$ cat config.mk
export PLATFORM = sky130hd
export DESIGN_NAME = fetch_pc_unit
export DESIGN_NICKNAME = d
export VERILOG_FILES = /design/src/rtl/fetch_pc_unit.sv
export SDC_FILE = /design/constraint.sdc
export NUM_CORES = 1
export LEC_CHECK = 0
export ABC_AREA = 1
export BUFFER_PORTS_ARGS = -buffer_cell sky130_fd_sc_hd__clkbuf_2
export CAP_MARGIN = 20
export CORE_AREA = 2 2 141 143
export CTS_CLUSTER_SIZE = 30
export DETAILED_ROUTE_END_ITERATION = 16
export DIE_AREA = 0 0 143 145
export PLACE_DENSITY = 0.71
export REMOVE_ABC_BUFFERS = 1
export SYNTH_ARGS = -nofsm -noshare
export SYNTH_HDL_FRONTEND = slang
export SYNTH_SLANG_ARGS = --single-unit
$ cat constraint.sdc
create_clock -name clk -period 1.7 [get_ports clk]
set_input_delay 0.425 -clock clk [delete_from_list [all_inputs] [get_ports clk]]
set_output_delay 0.425 -clock clk [all_outputs]
set_load 0.1 [all_outputs]
$ cat src/rtl/fetch_pc_unit.sv
// Fetch PC generator and IF/ID register holding prediction metadata for decode.
// Optional statistics counters are built when FETCH_STATS_EN is defined.
module fetch_pc_unit #(
    parameter logic [31:0] RESET_PC = 32'h0000_0000,
    parameter int          STAT_W   = 32
) (
    input  logic              clk,
    input  logic              rst_n,
    input  logic              hazard_stall,
    input  logic [31:0]       instr_f,
    input  logic              branch_pred_sel,
    input  logic [31:0]       branch_pred_target,
    input  logic              mispred_sel,
    input  logic [31:0]       mispred_correct_target,
    output logic [31:0]       pc_f,
    output logic [31:0]       instr_d,
    output logic [31:0]       pc_d,
    output logic [31:0]       pc_plus4_d,
    output logic              pred_taken_d,
    output logic [31:0]       pred_target_d,
    output logic              valid_d,
    output logic [STAT_W-1:0] stat_pred_cnt,
    output logic [STAT_W-1:0] stat_mispred_cnt,
    output logic [STAT_W-1:0] stat_stall_cnt
);

    typedef enum logic {BOOT, RUN} state_t;

    typedef struct packed {
        logic [31:0] instr;
        logic [31:0] pc;
        logic [31:0] pc_plus4;
        logic [31:0] pred_target;
        logic        pred_taken;
        logic        valid;
    } ifid_t;

    state_t      state_q, state_d;
    logic [31:0] pc_q, pc_n, pc_inc;
    ifid_t       ifid_q, ifid_n;
    logic        run;

    assign pc_inc = pc_q + 32'd4;
    assign run    = (state_q == RUN);

    always_ff @(posedge clk) begin
        if (!rst_n) begin
            state_q <= BOOT;
            pc_q    <= RESET_PC;
            ifid_q  <= '0;
        end else begin
            state_q <= state_d;
            pc_q    <= pc_n;
            ifid_q  <= ifid_n;
        end
    end

    // Misprediction outranks stall so the flush is never delayed behind a hazard.
    always_comb begin
        state_d = RUN;
        pc_n    = pc_q;
        ifid_n  = ifid_q;
        if (run) begin
            if (mispred_sel) begin
                pc_n   = mispred_correct_target;
                ifid_n = '0;
            end else if (!hazard_stall) begin
                pc_n               = branch_pred_sel ? branch_pred_target : pc_inc;
                ifid_n.instr       = instr_f;
                ifid_n.pc          = pc_q;
                ifid_n.pc_plus4    = pc_inc;
                ifid_n.pred_taken  = branch_pred_sel;
                ifid_n.pred_target = branch_pred_sel ? branch_pred_target : 32'h0;
                ifid_n.valid       = 1'b1;
            end
        end
    end

    assign pc_f          = pc_q;
    assign instr_d       = ifid_q.instr;
    assign pc_d          = ifid_q.pc;
    assign pc_plus4_d    = ifid_q.pc_plus4;
    assign pred_taken_d  = ifid_q.pred_taken;
    assign pred_target_d = ifid_q.pred_target;
    assign valid_d       = ifid_q.valid;

`ifdef FETCH_STATS_EN
    logic              inc_pred, inc_mispred, inc_stall;
    logic [STAT_W-1:0] pred_cnt_q, mispred_cnt_q, stall_cnt_q;

    assign inc_pred    = run & branch_pred_sel & ~hazard_stall & ~mispred_sel;
    assign inc_mispred = run & mispred_sel;
    assign inc_stall   = run & hazard_stall & ~mispred_sel;

    // Saturating: each counter sticks at all-ones until reset.
    always_ff @(posedge clk) begin
        if (!rst_n) begin
            pred_cnt_q    <= '0;
            mispred_cnt_q <= '0;
            stall_cnt_q   <= '0;
        end else begin
            if (inc_pred && !(&pred_cnt_q))       pred_cnt_q    <= pred_cnt_q + STAT_W'(1);
            if (inc_mispred && !(&mispred_cnt_q)) mispred_cnt_q <= mispred_cnt_q + STAT_W'(1);
            if (inc_stall && !(&stall_cnt_q))     stall_cnt_q   <= stall_cnt_q + STAT_W'(1);
        end
    end

    assign stat_pred_cnt    = pred_cnt_q;
    assign stat_mispred_cnt = mispred_cnt_q;
    assign stat_stall_cnt   = stall_cnt_q;
`else
    assign stat_pred_cnt    = '0;
    assign stat_mispred_cnt = '0;
    assign stat_stall_cnt   = '0;
`endif

endmodule

==> qor.txt, run 1 <==
Syn avg cell area: 7.36 um^2
Area growth syn-to-layout: 32.8%
Routed wire length: 22.3 mm
CP max stage cell: clkbuf_2
Seq/Total Area, Yosys: 0.431
Mapped Area: 0.00748 mm^2
HP Class: input port to flip-flop
Post-Route Utilization: 0.517
CTS tree: done
Vias in the first global route: 6578
Cells after synthesis: 1017
Top-level I/O count: 359
Total gr overflow: 0
Core ar.: 0.0192 mm^2
Largest net degree at the start of global routing: 54
DRT iter0 DRCs: 258
Final hold slack: 225 ps
Global-route wire length before repair: 34.2 mm
CTS Buf Count: 17
Final count of hold timing violations: 0
DRC Markers: 0
Post-detail-place hpwl: 16.6 mm
Final Power: 11.2 mW
Post-route ant nets: 0
Final Skew: 12.3 ps
H-tree levels: 4
Post-synth EDFFs: 0
Ys async rst share: 0
Yosys warnings: 0
Fin crit period: 1660 ps
Worst-path fanout max: 3
CTS root buffer: clkbuf_16
Worst-path clk slew: 70 ps
Crit path max-delay family: buffers and inverters
Die Span X: 143 um
Outcome: finished, final reports clean
Reg-to-reg startpoint: pc_f[3]
Gpl congestion: 0.786
Most used DFF post-synth: dfxtp_1
Post-CTS Hold Buffers: 0
Initial antenna violation count: 0
Fin crit share: 0.978
Critical Path AT: 1240 ps
Worst-Margin Slew: 569 ps
Synth Register Bits: 161
Maximum vdd drop: 0.680 mV
Hold path startpoint: instr_f[17]
Worst path cell trace: clkbuf_2
Total iterations of the first detailed-routing run: 6
Clock Latency Late Sink: 420 ps
Yosys cell types: 30
Routed vias/inst: 4.60
Synth top area cells: dfxtp_1, nand2_1, buf_4
Fmax: 601 MHz
Die footprint: 0.0207 mm^2
CP required: 1270 ps
GRT Resource Usage Total: 0.208
RSZ-0062 raised after global routing: false
Most frequent cell after synthesis: nand2_1
Wire per inst: 14.2 um
Slew Limit Fails: 0
Row cnt: 51
Max Root-Sink Buffers: 2
Ant. Diodes: 0
Max-cap viol count: 0
Type of origin of the critical path: flip-flop
Leak Pwr: 4.68 nW
Critical Path Start: pc_d[1]
Post-synth top area cell: dfxtp_1
Clock sinks: 161
Via count: 7228
Port Buffer Count: 262
Worst rel slew slack: 0.622
Layout cells sized above 1: 0.292
Top cell type's share of synthesized area: 0.431
Starting Density: 0.389
CP Capture Type: primary output
Crit path kind: flip-flop to primary output
WP buf/inv: 1
Final setup fails: 0
Commonest cells post-synth: nand2_1, dfxtp_1, a21oi_1
Pwr dens: 1130 mW/mm^2
Die height: 145 um
Worst path max stage delay: 470 ps
Post-layout nets: 1394
## where the power goes
group | switching, mW | leakage (nW) | internal [mW]
clock network | 1.62 | 0.283 | 2.09
registers | 0.127 | 1.32 | 3.95
logic | 2.82 | 3.08 | 0.626
## placed cells by master (no fill, tap or decap), types with 4 or more instances in the layout
cell / instances
nand2_1: 347
clkbuf_2: 199
dfxtp_1: 158
a21oi_1: 149
conb_1: 96
buf_4: 55
nor2_1: 43
o21ai_0: 35
buf_12: 28
buf_2: 24
o211a_1: 21
inv_1: 20
clkbuf_16: 17
nand3_1: 14
nor2_2: 9
xor2_1: 8
clkinv_2: 7
nor3_1: 7
a31oi_1: 7
nand3b_1: 6
clkbuf_4: 6
nand2_2: 5
nor2_4: 5
xnor2_1: 5
clkinv_4: 4
## tightest hold or removal path: cells and delay by family
| kind | cells | cell delay (ps) |
|---|---|---|
| compound gates | 1 | 50 |
| simple gates | 1 | 50 |
| buf+inv | 1 | 80 |
## metal layers
metal  share of wire  up-vias  global-route usage
met5               0        -                   0
met4           0.011        0              0.0500
met3           0.064       20              0.0601
met2            0.49      244               0.353
met1            0.44     3318               0.258
li1                -     3646                   -
## timing repair
item,CTS,global route
pin swaps,0,1
buffers inserted,0,0
setup endpoints to repair,7,48
gates resized for setup,7,37
## layout make-up
cell class	instances	area (um^2)
repair buffers	316	2180
multi-input cells	771	3530
clock buffers	19	453
inverters	25	97.6
clock inverters	13	111
well taps	265	332
fillers	1888	9270
flip-flops and latches	161	3230
## registers in the layout, summed over array words and instances, names as in the netlist
register,count
pred_target_d,32
run,1
pc_d,32
valid_d,1
pred_taken_d,1
pc_plus4_d,30
instr_d,32
pc_f,32
## final timing paths
path,depth (start not counted),endpoint,slack [ps]
min,3,instr_d[17],220
max reg2reg,8,pc_f[15],160
max,1,pc_d[1],40
min reg2reg,2,instr_d[28],460
## cell families (layout without fill, tap and decap cells)
kind of cell    after synthesis  count (layout)  synth area share
simple gates                445             445             0.242
xor+xnor                     14              14            0.0164
buf+inv                     180             373             0.149
flops                       161             161             0.431
other cells                   1              96          0.000501
fa+ha+maj                     1               1           0.00167
compound gates              215             215             0.160
## metrics by stage
stage	setup slack [ps]	TNS (ps)	instance area [um^2]	instances
5_1_grt	0.0999	0	9930	1570
2_1_floorplan	-1310	-148660	6820	957
3_5_place_dp	57.2	0	9310	1538
3_3_place_gp	74.8	0	9310	1538
4_1_cts	8.82	0	9890	1570
6_report	36.7	0	9930	1570
Power figures use the tool's default switching activity.
==> inputs of run 2 (changes only) <==
- ABC_AREA: 1 -> 0
- PLACE_DENSITY: 0.71 -> 0.73
==> run 2 against run 1 <==
  * The run now ends with setup timing left
  * Utilization is 6.5 points higher
  * Clock skew barely moved
  * Register-to-register slack lost 460 ps
  * Critical endpoint is now pc_f[27]
==> qor.txt, run 2 <==
Outcome: finished with violations
Failing checks: setup timing
Routed wire length: 26.5 mm
Yosys cell types: 61
Synth Register Bits: 161
Leak Pwr: 5.20 nW
CTS tree: done
Type of origin of the critical path: flip-flop
RSZ-0062 raised after global routing: true
Pint: 7.14 mW
Largest net degree at the start of global routing: 44
Syn avg cell area: 8.00 um^2
Most common cell after layout, fill and taps aside: clkbuf_2
DRT iter0 DRCs: 462
TNS Setup: -4160 ps
Total gr overflow: 0
Layout cells sized above 1: 0.361
Total iterations of the first detailed-routing run: 5
Clock sinks: 161
Slew Limit Fails: 0
Synth top area cells: dfxtp_1, buf_4, a21oi_1
Cells after synthesis: 983
Pwr dens: 1030 mW/mm^2
Final setup fails: 28
Worst-path fanout max: 4
Maximum vdd drop: 0.704 mV
CTS Buf Count: 17
Most used DFF post-synth: dfxtp_1
Post-synth top area cell: dfxtp_1
Logic pwr share: 0.289
DP Cell Count: 1546
Routed vias/inst: 5.09
Gpl congestion: 0.907
Die footprint: 0.0207 mm^2
Crit path max-delay family: simple AND/OR/NAND/NOR gates
Via count: 8075
H-tree levels: 4
Worst-path clk slew: 70 ps
CP required: 2010 ps
Flop pwr share: 0.345
Sw Pwr: 4.44 mW
CTS root buffer: clkbuf_16
Final Skew: 12.8 ps
Final Power: 11.6 mW
Starting Density: 0.409
Post-route cell area: 0.0112 mm^2
Switching share of power: 0.383
Commonest non-fill, non-tap cells in the layout: clkbuf_2, dfxtp_1, buf_4
CP max stage cell: or4_4
Post-Route Utilization: 0.582
Ys async rst share: 0
Critical Path AT: 2310 ps
Vias in the first global route: 7590
Worst-Margin Slew: 572 ps
Mapped Area: 0.00786 mm^2
Wire per inst: 16.7 um
Worst path cell trace: nand4_1, or4_4, or3_4, and3_1, o31a_1
Clock share of power: 0.366
Most frequent cell after synthesis: dfxtp_1
Area growth syn-to-layout: 42.3%
Global-route wire length before repair: 40.7 mm
Fillcell total: 1772
Commonest cells post-synth: dfxtp_1, a21oi_1, buf_4
Multi-input logic area: 0.00412 mm^2
Row cnt: 51
Register area: 0.00324 mm^2
DRC Markers: 0
Crit path kind: flip-flop to flip-flop
Port Buffer Count: 262
Final setup margin: -298 ps
Max Root-Sink Buffers: 2
Die Span X: 143 um
Post-synth EDFFs: 0
Top cell type's share of synthesized area: 0.410
Post-route ant nets: 0
Worst path max stage delay: 590 ps
Placed Area: 0.0102 mm^2
Seq/Total Area, Yosys: 0.410
Yosys warnings: 0
Post-detail-place hpwl: 19.3 mm
Worst rel slew slack: 0.620
Fmax: 500 MHz
Fin crit share: 1.18
HP Class: input port to flip-flop
CP Capture Type: flip-flop
WP buf/inv: 0
Clock Latency Late Sink: 430 ps
Fin crit period: 2000 ps
Top-level I/O count: 359
Die height: 145 um
GRT Resource Usage Total: 0.248
Core ar.: 0.0192 mm^2
Post-layout nets: 1408
Final count of hold timing violations: 0
Non-Filler Instances: 1585
Initial antenna violation count: 1
Max-cap viol count: 0
## run 2: changes by cell type in the layout (fill, tap and decap cells not counted), moves of 21 or more
cell | previous run | this run
a21oi_1 | 149 | 119
and3_1 | 0 | 65
buf_4 | 55 | 120
nand2_1 | 347 | 82
nand3_1 | 14 | 43
nor2_1 | 43 | 84
o211a_1 | 21 | 0
## run 2: path summary, 6_finish.rpt
path / from / end / slack, ps / cells past startpoint
min: branch_pred_target[0] / pred_target_d[0] / 240 / 3
max reg2reg: pc_f[11] / pc_f[27] / -300 / 5
min reg2reg: pc_plus4_d[22] / pc_plus4_d[22] / 450 / 2
max: pc_f[11] / pc_f[27] / -300 / 5
## run 2: power by group through the flow
stage	Sequential (mW)	Combinational [mW]	Clock (mW)
6_report	3.99	3.34	4.24
5_1_grt	4.01	3.48	4.47
4_1_cts	3.99	3.31	4.31
3_5_place_dp	4.07	3.29	0
3_3_place_gp	4.07	3.28	0
2_1_floorplan	5.07	1.39	0
## run 2: area by class of cell
class	instances	area share
multi-input cells	727	0.369
flip-flops and latches	161	0.289
repair buffers	391	0.252
clock buffers	17	0.0380
well taps	265	0.0296
clock inverters	15	0.0196
inverters	8	0.00291
diodes	1	0.000224
## run 2: per-stage QoR
stage               hold WS [ps]  worst slack, ps
floorplan                    453            -7080
global placement             435             -322
detailed placement           441             -415
finish                       237             -298
global route                 238             -348
CTS                          227             -285
## run 2: cells by family (layout without fill, tap and decap cells)
logic type | Yosys count | in the layout | synth area share
compound gates | 241 | 241 | 0.180
xor+xnor | 28 | 28 | 0.0312
fa+ha+maj | 1 | 1 | 0.00159
buf+inv | 190 | 431 | 0.142
flops | 161 | 161 | 0.410
mux | 8 | 8 | 0.0103
other cells | 1 | 97 | 0.000477
simple gates | 353 | 353 | 0.225
## run 2: timing repair
action / in CTS / in global routing
hold buffers: 0 / 0
pin swaps: 10 / 12
endpoints found under the setup margin: 36 / 53
setup buffers: 3 / 5
resized for setup: 42 / 55
## run 2: worst min-delay path, stage by stage
cell and delay, ps:
clkbuf_2 80, nand3_1 50, a21oi_1 60
## run 2: routing by layer
layer | global-route usage | vias to the layer above | wire [um]
met4 | 0.0733 | 0 | 556
met5 | 0 | - | 0
met2 | 0.419 | 376 | 12800
met3 | 0.0617 | 43 | 2120
met1 | 0.311 | 3795 | 11000
li1 | - | 3861 | -
==> inputs of run 3 (changes only) <==
- RECOVER_POWER: default -> 25
==> run 3 against run 2 <==
  * Register-to-register slack is essentially flat
  * Worst setup slack gained 1.8 ps
  * Die area is the same
  * The run still ends with setup timing left
  * Wire length grew 0.19%
  * Via count grew 0.36%
  * Largest cell class unchanged
  * Combinational power is essentially flat
==> qor.txt, run 3 (synthesis results as in run 2) <==
Most common cell after layout, fill and taps aside: clkbuf_2
Final Power: 11.6 mW
Initial antenna violation count: 1
Final count of hold timing violations: 0
Post-layout nets: 1408
Critical Path AT: 2310 ps
Slew Limit Fails: 0
Area growth syn-to-layout: 41.4%
Layout cells sized above 1: 0.357
Top-level I/O count: 359
Core ar.: 0.0192 mm^2
Global-route wire length before repair: 40.7 mm
DP Cell Count: 1546
Worst-path clk slew: 70 ps
Fin crit period: 2000 ps
CP Capture Type: flip-flop
Hold path startpoint: branch_pred_target[0]
CTS root buffer: clkbuf_16
CTS tree: done
Largest net degree at the start of global routing: 44
Non-Filler Instances: 1585
DRC Markers: 0
Post-detail-place hpwl: 19.3 mm
Final setup margin: -296 ps
Die height: 145 um
Crit path kind: flip-flop to flip-flop
H-tree levels: 4
Fin crit share: 1.17
Die Span X: 143 um
Total iterations of the first detailed-routing run: 5
Row cnt: 51
Worst rel slew slack: 0.621
CTS Buf Count: 17
Leak Pwr: 5.16 nW
Fmax: 501 MHz
R2r endpoint: pc_f[27]
Clock Latency Late Sink: 430 ps
Routed wire length: 26.5 mm
Worst-path fanout max: 4
Pwr dens: 1040 mW/mm^2
DRT iter0 DRCs: 458
Final Skew: 12.7 ps
Commonest non-fill, non-tap cells in the layout: clkbuf_2, dfxtp_1, a21oi_1
Type of origin of the critical path: flip-flop
RSZ-0062 raised after global routing: true
Reg-to-reg startpoint: pc_f[11]
Vias in the first global route: 7590
Hold EP: pred_target_d[0]
Die footprint: 0.0207 mm^2
Outcome: finished with violations
Maximum vdd drop: 0.705 mV
R2R setup slack: -300 ps
Port Buffer Count: 262
Reg2Reg Depth: 5
Post-route ant nets: 0
Max-cap viol count: 0
Total gr overflow: 0
Max Root-Sink Buffers: 2
Final setup fails: 53
HP Class: input port to flip-flop
GRT Resource Usage Total: 0.248
Starting Density: 0.409
Routed vias/inst: 5.11
CP required: 2010 ps
Via count: 8104
Clock sinks: 161
Worst Hold Depth: 3
Failing checks: setup timing
Wire per inst: 16.7 um
Gpl congestion: 0.907
Post-CTS Hold Buffers: 0
Worst-Margin Slew: 571 ps
[run 3: final cells by class]
cell class                      instances  area [um^2]
Clock buffer                           17          425
Inverter                                8         32.5
Antenna cell                            1         2.50
Timing Repair Buffer                  391         2750
Clock inverter                         15          219
Fill cell                            1787         8100
Sequential cell                       161         3240
Multi-Input combinational cell        727         4120
Tap cell                              265          332
[run 3: per-stage QoR]
step	area (um^2)	hold WS (ps)	TNS (ps)	utilization	setup WS, ps
CTS	11000	227	-3960	0.574	-285
floorplan	7130	453	-860490	-	-7080
detailed placement	10200	441	-10730	0.532	-415
global placement	10200	435	-8300	0.532	-322
finish	11100	235	-4740	0.578	-296
global route	11100	238	-12820	0.578	-348
[run 3: repair_timing]
action | 4_1_cts | 5_1_grt
gates cloned | 0 | 0
gates resized for setup | 42 | 55
endpoints found under the setup margin | 36 | 53
pin swaps | 10 | 12
setup buffers | 3 | 5
[run 3: worst max-delay path by stage]
stage / from / endpoint / slack, ps / depth (start not counted)
floorplan: mispred_sel / pc_f[19] / -7080 / 5
global placement: pc_f[2] / pc_f[30] / -320 / 8
detailed placement: pc_f[2] / pc_f[30] / -410 / 8
CTS: pc_f[2] / pc_f[27] / -280 / 6
global route: pc_f[2] / pc_f[26] / -350 / 6
finish: pc_f[11] / pc_f[27] / -300 / 5
[run 3: critical path: stages, from the launching register on]
cell and delay (ps):
dfxtp_1 380, nand4_1 140, or4_4 590, or3_4 370, and3_1 180, o31a_1 230
[run 3: report_power, final]
part / leakage (nW) / switching, mW / total (mW) / internal (mW)
Clock: 0.309 / 1.73 / 4.24 / 2.51
Sequential: 1.31 / 0.0858 / 3.99 / 3.91
Combinational: 3.54 / 2.62 / 3.32 / 0.696
[run 3: metal layers]
metal,vias to the layer above,share of wire,global-route usage
met2,371,0.49,0.419
li1,3862,-,-
met4,0,0.022,0.0733
met5,-,0,0
met1,3821,0.41,0.311
met3,50,0.078,0.0617
